### src/rtl/usb_fs_rx.sv
// usb_fs_rx: full-speed USB receive front end. Recovers bit timing at 4x oversampling,
// then NRZI-decodes, de-stuffs and frames bytes, and detects SYNC, EOP and bus reset.
module usb_fs_rx #(
  parameter int CLKS_PER_BIT   = 4,
  parameter int SAMPLE_PHASE   = 1,
  parameter int RESET_SE0_CLKS = 120
) (
  input  logic       clk48,
  input  logic       rst,
  input  logic       tx_en,
  input  logic       rx_j,
  input  logic       rx_se0,
  output logic       rx_active,
  output logic [7:0] rx_data,
  output logic       rx_valid,
  output logic       rx_eop,
  output logic       rx_err,
  output logic       usb_rst
);

  localparam int PW = (CLKS_PER_BIT > 1) ? $clog2(CLKS_PER_BIT) : 1;
  localparam logic [PW-1:0] PH_LAST   = PW'(CLKS_PER_BIT - 1);
  localparam logic [PW-1:0] PH_SAMPLE = PW'(SAMPLE_PHASE);
  localparam int SW = $clog2(RESET_SE0_CLKS + 1);
  localparam logic [SW-1:0] SE0_LAST = SW'(RESET_SE0_CLKS - 1);
  localparam logic [SW-1:0] SE0_MAX  = SW'(RESET_SE0_CLKS);

  typedef enum logic [2:0] {
    IDLE,
    SYNC,
    DATA,
    EOP,
    ERR_WAIT
  } state_t;

  logic          j_meta, j_sync, se0_meta, se0_sync;
  logic [1:0]    line, line_q;
  logic [PW-1:0] phase;
  logic          sample;
  logic          bit_dec;
  logic          prev_j;
  logic          hold;
  logic [SW-1:0] se0_cnt;

  state_t     state, state_n;
  logic [2:0] zero_cnt, zero_n;
  logic [2:0] bit_cnt, bit_n;
  logic [2:0] ones_cnt, ones_n;
  logic [2:0] idle_cnt, idle_n;
  logic [7:0] shift_q, shift_n;
  logic [7:0] data_n;
  logic       valid_n, eop_n, err_n;

  // Two-flop synchronisers; they come out of reset showing an idle (J) bus.
  always_ff @(posedge clk48 or negedge rst) begin
    if (!rst) begin
      j_meta   <= 1'b1;
      j_sync   <= 1'b1;
      se0_meta <= 1'b0;
      se0_sync <= 1'b0;
    end else begin
      j_meta   <= rx_j;
      j_sync   <= j_meta;
      se0_meta <= rx_se0;
      se0_sync <= se0_meta;
    end
  end

  // Line state code: 2'b10 = SE0, 2'b01 = J, 2'b00 = K.
  assign line    = se0_sync ? 2'b10 : {1'b0, j_sync};
  assign sample  = (phase == PH_SAMPLE);
  assign bit_dec = (j_sync == prev_j);
  assign hold    = tx_en | usb_rst;

  // Each line transition realigns the phase so sampling lands mid-bit.
  always_ff @(posedge clk48 or negedge rst) begin
    if (!rst) begin
      line_q <= 2'b01;
      phase  <= '0;
    end else begin
      line_q <= line;
      if (line != line_q)
        phase <= '0;
      else if (phase == PH_LAST)
        phase <= '0;
      else
        phase <= phase + 1'b1;
    end
  end

  always_ff @(posedge clk48 or negedge rst) begin
    if (!rst) begin
      se0_cnt <= '0;
      usb_rst <= 1'b0;
    end else if (!se0_sync) begin
      se0_cnt <= '0;
      usb_rst <= 1'b0;
    end else begin
      if (se0_cnt != SE0_MAX)
        se0_cnt <= se0_cnt + 1'b1;
      if (se0_cnt == SE0_LAST)
        usb_rst <= 1'b1;
    end
  end

  always_comb begin
    state_n = state;
    zero_n  = zero_cnt;
    bit_n   = bit_cnt;
    ones_n  = ones_cnt;
    idle_n  = idle_cnt;
    shift_n = shift_q;
    data_n  = rx_data;
    valid_n = 1'b0;
    eop_n   = 1'b0;
    err_n   = 1'b0;

    if (sample) begin
      case (state)
        IDLE: begin
          if (!se0_sync && !j_sync) begin
            state_n = SYNC;
            zero_n  = 3'd1;
          end
        end
        SYNC: begin
          if (se0_sync) begin
            state_n = ERR_WAIT;
            err_n   = 1'b1;
          end else if (!bit_dec) begin
            if (zero_cnt != 3'd7)
              zero_n = zero_cnt + 3'd1;
          end else if (zero_cnt >= 3'd3) begin
            state_n = DATA;
            bit_n   = 3'd0;
            ones_n  = 3'd0;
          end else begin
            state_n = ERR_WAIT;
            err_n   = 1'b1;
          end
        end
        DATA: begin
          // A single dribble bit before SE0 is tolerated and dropped.
          if (se0_sync) begin
            if (bit_cnt <= 3'd1) begin
              state_n = EOP;
            end else begin
              state_n = ERR_WAIT;
              err_n   = 1'b1;
            end
          end else if (ones_cnt == 3'd6) begin
            if (bit_dec) begin
              state_n = ERR_WAIT;
              err_n   = 1'b1;
            end else begin
              ones_n = 3'd0;
            end
          end else begin
            shift_n = {bit_dec, shift_q[7:1]};
            ones_n  = bit_dec ? ones_cnt + 3'd1 : 3'd0;
            bit_n   = bit_cnt + 3'd1;
            if (bit_cnt == 3'd7) begin
              data_n  = {bit_dec, shift_q[7:1]};
              valid_n = 1'b1;
            end
          end
        end
        EOP: begin
          if (!se0_sync) begin
            if (j_sync) begin
              state_n = IDLE;
              eop_n   = 1'b1;
            end else begin
              state_n = ERR_WAIT;
              err_n   = 1'b1;
            end
          end
        end
        ERR_WAIT: begin
          if (!se0_sync && j_sync) begin
            if (idle_cnt == 3'd7) begin
              state_n = IDLE;
              idle_n  = 3'd0;
            end else begin
              idle_n = idle_cnt + 3'd1;
            end
          end else begin
            idle_n = 3'd0;
          end
        end
        default: state_n = IDLE;
      endcase
    end

    if (err_n)
      idle_n = 3'd0;

    // Our own transmitter or a bus reset owns the line: drop any packet silently.
    if (hold) begin
      state_n = IDLE;
      data_n  = rx_data;
      valid_n = 1'b0;
      eop_n   = 1'b0;
      err_n   = 1'b0;
    end
  end

  always_ff @(posedge clk48 or negedge rst) begin
    if (!rst) begin
      state     <= IDLE;
      zero_cnt  <= 3'd0;
      bit_cnt   <= 3'd0;
      ones_cnt  <= 3'd0;
      idle_cnt  <= 3'd0;
      shift_q   <= 8'h00;
      prev_j    <= 1'b1;
      rx_data   <= 8'h00;
      rx_valid  <= 1'b0;
      rx_eop    <= 1'b0;
      rx_err    <= 1'b0;
      rx_active <= 1'b0;
    end else begin
      state     <= state_n;
      zero_cnt  <= zero_n;
      bit_cnt   <= bit_n;
      ones_cnt  <= ones_n;
      idle_cnt  <= idle_n;
      shift_q   <= shift_n;
      rx_data   <= data_n;
      rx_valid  <= valid_n;
      rx_eop    <= eop_n;
      rx_err    <= err_n;
      rx_active <= (state_n == DATA) || (state_n == EOP);
      if (sample && !se0_sync)
        prev_j <= j_sync;
      else if (state == IDLE)
        prev_j <= 1'b1;
    end
  end

endmodule

### config.mk
export PLATFORM = sky130hd
export DESIGN_NAME = usb_fs_rx
export DESIGN_NICKNAME = d
export VERILOG_FILES = /design/src/rtl/usb_fs_rx.sv
export SDC_FILE = /design/constraint.sdc
export NUM_CORES = 1
export LEC_CHECK = 0
export BUFFER_PORTS_ARGS = -buffer_cell sky130_fd_sc_hd__buf_2
export CAP_MARGIN = 40
export CORE_MARGIN = 3
export CORE_UTILIZATION = 42
export CTS_BUF_LIST = sky130_fd_sc_hd__clkbuf_4
export DETAILED_ROUTE_END_ITERATION = 10
export PLACE_DENSITY = 0.6
export SYNTH_ARGS = -nofsm -noshare
export SYNTH_HDL_FRONTEND = slang
export SYNTH_SLANG_ARGS = --single-unit
### constraint.sdc
create_clock -name clk48 -period 5.75 [get_ports clk48]
set_input_delay 0 -clock clk48 [delete_from_list [all_inputs] [get_ports clk48]]
set_output_delay 0 -clock clk48 [all_outputs]
set_load 0.005 [all_outputs]
======== Word level (Yosys, flattened, before mapping) ========
Index checks and enable logic that the tools add are counted.
cells by class
  mux-type cells .......................... 68
  eq/ne operators ......................... 27
  order comparisons ....................... 2
  bitwise gates (word level) .............. 4
  $add $sub $neg .......................... 6
  reduce and logical (&&, ||, !) cells .... 18
operators by type and width
  cell                                                                    number
  3-bit 2-to-1 mux                                                        32
  1-bit 2-to-1 mux                                                        26
  3-bit case mux with 2 select lines                                      3
  2-bit != test (second input constant)                                   8
  3-bit case mux with 5 select lines                                      1
  7-bit 2-to-1 mux                                                        2
  7-bit AND reduction                                                     2
  3-bit by 1-bit adder with 3-bit output (second input constant)          4
  3-bit by 2-bit equality test with 1-bit output (second input constant)  4
  3-bit equality test (second input constant)                             4
  6-bit AND reduction                                                     2
  2-bit nonzero test                                                      5
  7-bit by 1-bit adder with 7-bit output (second input constant)          1
  7-bit equality test (second input constant)                             1
  7-bit != test (second input constant)                                   1
  2-bit 2-to-1 mux                                                        3
  3-bit != test (second input constant)                                   2
  2-bit by 1-bit != test with 1-bit output (second input constant)        2
  4-bit AND reduction                                                     1
  3-bit by 1-bit equality test with 1-bit output (second input constant)  1
  3-bit by 2-bit >= comparator with 1-bit output (second input constant)  1
  3-bit by 1-bit <= comparator with 1-bit output (second input constant)  1
  1-bit logical AND                                                       3
  3-bit zero test                                                         1
  other kinds (11)                                                        14
word-level totals
  bits in registers ....................... 52
  input port bits ......................... 5
  output and inout bits ................... 13

======== Longest topological paths before layout ========
  depth after elaboration ................. 9
  gate-level depth with buffers ........... 7
  mapped depth without buffers ............ 7

======== Worst setup path after synthesis ========
No wires, ideal clock.
  path kind ............................... register -> register
  from .................................... register zero_cnt[0]
  to ...................................... register rx_active
  clock period less this slack ............ 1.884 ns
  stages on the path, launching flop included .. 8
  path slack .............................. 3.866 ns
  setup time .............................. 0.129 ns
  path buffers ............................ 0
  arrival ................................. 1.755 ns
  path through ............................ dfrtp_1 -> ha_1 -> ha_1 -> a211oi_1 -> a21oi_1 -> o221ai_1 -> a211oi_1 -> o41a_1
on the way
  cells in the longest elaborated chain, start to end .. 9
  elaborated cells between the ends (all ways) .. 10
RTL lines
  element                                             RTL line  RTL
  from (decl)                                         46        logic [2:0] zero_cnt, zero_n;
  from (signal assigned)                              224       zero_cnt <= zero_n;
  3-bit by 2-bit >= comparator with 1-bit output (*)  133       end else if (zero_cnt >= 3'd3) begin
  3-bit 2-to-1 mux (*)                                133
  3-bit 2-to-1 mux (*)                                130       end else if (!bit_dec) begin
  3-bit 2-to-1 mux (*)                                127       if (se0_sync) begin
  3-bit case mux with 5 select lines (*)              119       case (state)
  3-bit 2-to-1 mux (*)                                118       if (sample) begin
  3-bit 2-to-1 mux (*)                                199       if (hold) begin
  3-bit by 2-bit equality test with 1-bit output      233       rx_active <= (state_n == DATA) || (state_n == EOP);
  1-bit logical OR (*)                                233
  to (signal assigned)                                233
  to (decl)                                           13        output logic rx_active,
Every way passes the cells marked *; elsewhere a longest branch is shown, timed or not.
A chain may end at the register's enable or synchronous reset.

======== Worst setup path after layout ========
Same ends and word-level chain as after synthesis.

==> metrics.log <==
[metrics] status: finished clean
[metrics] Starting Density: 0.444
[metrics] vertical extent of the die: 83.0 um
[metrics] dpl hpwl: 2890 um
[metrics] count of hold-fix buffers inserted at cts: 4
[metrics] required time reported for the critical path endpoint: 6020 ps
[metrics] number of iterations in the first detailed-routing pass: 4
[metrics] final clock period utilization by the worst path: 0.375
[metrics] Total Power Consumption: 617 uW
[metrics] critical path's slowest cell: sky130_fd_sc_hd__dfrtp_1
[metrics] kind of start point of the critical path: register
[metrics] sequential share of the synthesized area: 0.515
[metrics] synthesized flop and latch total: 51
[metrics] maximum vdd ir drop: 0.131 mV
[metrics] number of distinct standard cells referenced by the synthesized netlist: 51
[metrics] number of clock sinks seen by CTS: 51
[metrics] full die area: 6890 sq um
[metrics] Total GRT Usage: 0.133
[metrics] Register Area: 1280 sq um
[metrics] endpoints failing hold: 0
[metrics] area of the mapped netlist: 2490 sq um
[metrics] top post-synthesis cells by area: sky130_fd_sc_hd__dfrtp_1, sky130_fd_sc_hd__ha_1, sky130_fd_sc_hd__nand2_1
[metrics] biggest cell delay along the critical path: 440 ps
[metrics] PostCTS Resize Cnt: 0
[metrics] Clock Skew: 12.1 ps
[metrics] Arr. time, crit path: 2420 ps
[metrics] DRC viols: 0
[metrics] synthesized net count: 252
[metrics] Hold Crit Class: in -> async
[metrics] Post-Syn Area per Cell: 10.7 sq um
[metrics] final routed wirelength across all metal layers: 4270 um
[metrics] Cell Rows: 27
[metrics] Final Hold Slack: 240 ps
[metrics] per-cell routed wire length: 13.0 um
[metrics] Post-layout nets: 274
[metrics] count of inserted antenna diode cells: 0
[metrics] IO Count: 18
[metrics] count of input and output buffers: 17
[metrics] clk_lat worst skew: 380 ps
[metrics] area share of the largest cell type after synthesis: 0.472
[metrics] Buf/Inv on CP: 0
[metrics] Reg clk slew, reported paths: 160 ps
[metrics] gate count after technology mapping: 233
[metrics] category of cells accounting for the largest share of critical-path delay: compound AO/OA/AOI/OAI gates
[metrics] number of global-route vias before repair: 1,701
[metrics] achievable frequency: 464 MHz
[metrics] Worst Tran Pin Value: 701 ps
[metrics] Final Non-Filler Cells: 328
[metrics] global-route wire length before repair: 7730 um
[metrics] logic depth of the worst register-to-register path: 7
[metrics] number of nets still failing antenna checks after routing: 0
[metrics] Leak Pwr: 0.00134 uW
[metrics] CTS Buffer Depth: 2
[metrics] Yosys top cell by area: sky130_fd_sc_hd__dfrtp_1
[metrics] growth of design area from synthesis to finish: 9.90%
[metrics] number of slew-limit violations in the final report: 0
[metrics] shortest period the worst path allows: 2160 ps
[metrics] RSZ-0062 raised after global routing: false
[metrics] post-CTS setup buffer count: 0
[metrics] most instantiated cells after synthesis: sky130_fd_sc_hd__dfrtp_1, sky130_fd_sc_hd__nand2_1, sky130_fd_sc_hd__ha_1
[metrics] Setup-failing EPs final: 0
[metrics] TritonCTS clock tree: yes
[metrics] Congestion Overflow GR: 0
[metrics] Inserted Clock Buffers: 5
[metrics] routability congestion estimate: 0.749
[metrics] critical setup path kind: reg -> reg
[metrics] cell count after placement: 316
[metrics] Worst R2R Start: zero_cnt[0]
[metrics] Max H-tree Level: 2
[metrics] vias after detailed routing: 1,697
[metrics] Max-slew headroom: 0.526
[metrics] most used standard cell by instance count after synthesis: sky130_fd_sc_hd__dfrtp_1
[metrics] DRC marker count from the first detailed-route iteration: 92
[metrics] Die Width: 83.0 um
[metrics] Critical Path, Cell by Cell: ha_1 > ha_1 > a211oi_1 > a21oi_1 > o221ai_1 > a211oi_1 > o41a_1
[metrics] maximum number of pins on one net before global-route repair: 52
[metrics] fill cell count: 539
[metrics] Root Buffer Master: sky130_fd_sc_hd__clkbuf_4
[metrics] max capacitance violation total: 0
[metrics] number of warning messages in the yosys log: 0
[metrics] count of flip-flops with a built-in enable after synthesis: 0
[metrics] post-DR vias/cell: 5.17
[metrics] Most used DFF post-synth: sky130_fd_sc_hd__dfrtp_1
[metrics] share of post-route cells with drive strength above 1: 0.176
[metrics] Core Box Area: 5610 sq um
[metrics] slack of the worst reg-to-reg path: 3590 ps
[metrics] CP Capture Type: register
[metrics] Worst R2R End: rx_active
[metrics] number of antenna violations at the first check in global routing: 0
[metrics] highest fanout seen on the critical path: 4
[metrics] power density over the cells: 226 nW/um^2
[metrics] aggregate negative setup slack: 0 ps
[metrics] Multi-input gate area: 1120 sq um
[metrics] share of synthesized registers carrying an async set or reset: 1.00
## sequential cells by signal, summed over array words and instances, names as in the netlist
signal / cells
rx_err: 1
usb_rst: 1
rx_data: 8
rx_active: 1
se0_meta: 1
line_q: 2
phase: 2
zero_cnt: 3
prev_j: 1
se0_cnt: 7
rx_eop: 1
state: 3
bit_cnt: 3
rx_valid: 1
idle_cnt: 3
ones_cnt: 3
shift_q: 7
se0_sync: 1
j_sync: 1
j_meta: 1
## layer usage
metal  global-route usage  share of wire  vias up
met4               0.0401          0.014        0
met2                0.207           0.44       32
li1                     -              -      848
met1                0.182           0.50      812
met3               0.0337          0.045        5
met5                    0              0        -
## tightest hold or removal path, delay by kind of cell
| family | cells | cell delay [ps] |
|---|---|---|
| buffers and inverters | 3 | 1100 |
## worst max-delay path by stage
stage | from | end | cells past startpoint
3_3_place_gp | zero_cnt[0] | rx_active | 7
6_report | zero_cnt[0] | rx_active | 7
5_1_grt | phase[1] | rx_data[5] | 6
3_5_place_dp | phase[1] | rx_data[6] | 6
4_1_cts | zero_cnt[0] | rx_active | 7
2_1_floorplan | zero_cnt[0] | rx_active | 7
## placed cells by master (no fill, tap or decap), types with 2 or more instances in the layout
cell type / count
sky130_fd_sc_hd__a211oi_1: 2
sky130_fd_sc_hd__a21boi_0: 3
sky130_fd_sc_hd__a21oi_1: 5
sky130_fd_sc_hd__a31oi_1: 4
sky130_fd_sc_hd__and2_1: 5
sky130_fd_sc_hd__and3_1: 2
sky130_fd_sc_hd__buf_2: 17
sky130_fd_sc_hd__clkbuf_4: 5
sky130_fd_sc_hd__dfrtp_1: 47
sky130_fd_sc_hd__dfstp_2: 4
sky130_fd_sc_hd__dlygate4sd3_1: 4
sky130_fd_sc_hd__ha_1: 14
sky130_fd_sc_hd__inv_1: 13
sky130_fd_sc_hd__inv_6: 2
sky130_fd_sc_hd__mux2_2: 8
sky130_fd_sc_hd__mux2i_1: 3
sky130_fd_sc_hd__nand2_1: 38
sky130_fd_sc_hd__nand2b_1: 2
sky130_fd_sc_hd__nand3_1: 8
sky130_fd_sc_hd__nand3b_1: 2
sky130_fd_sc_hd__nor2_1: 8
sky130_fd_sc_hd__nor2b_1: 5
sky130_fd_sc_hd__nor3_1: 4
sky130_fd_sc_hd__nor3b_1: 3
sky130_fd_sc_hd__nor4b_1: 2
sky130_fd_sc_hd__o211a_1: 3
sky130_fd_sc_hd__o21a_1: 2
sky130_fd_sc_hd__o21ai_0: 12
sky130_fd_sc_hd__or3_1: 2
sky130_fd_sc_hd__or4_1: 2
sky130_fd_sc_hd__xnor2_1: 4
## cells by family after synthesis
family,Yosys count,share of synthesized area
buffers and inverters,20,0.0357
XOR/XNOR,6,0.0241
flip-flops,51,0.515
adder cells (fa/ha/maj),14,0.0704
AO/OA/AOI/OAI,41,0.116
AND/OR/NAND/NOR,90,0.191
multiplexers,11,0.0482
## through the flow
| stage | util | cell area [sq um] | worst slack, ps |
|---|---|---|---|
| 6_report | 0.488 | 2740 | 3590 |
| 2_1_floorplan | - | 2490 | 3870 |
| 5_1_grt | 0.488 | 2740 | 3400 |
| 3_3_place_gp | 0.469 | 2630 | 3630 |
| 3_5_place_dp | 0.469 | 2630 | 3630 |
| 4_1_cts | 0.488 | 2740 | 3600 |
## layout make-up
type,count,share of cell area
sequential,51,0.468
clock inverter,3,0.00960
multi-input combinational,162,0.409
timing repair buffer,22,0.0485
clock buffer,5,0.0137
tap,72,0.0329
inverter,13,0.0178
## report_power, final
part | switching (uW) | internal (uW)
Clock | 126 | 52.0
Combinational | 29.0 | 20.4
Sequential | 17.1 | 373
Power figures use the tool's default switching activity.
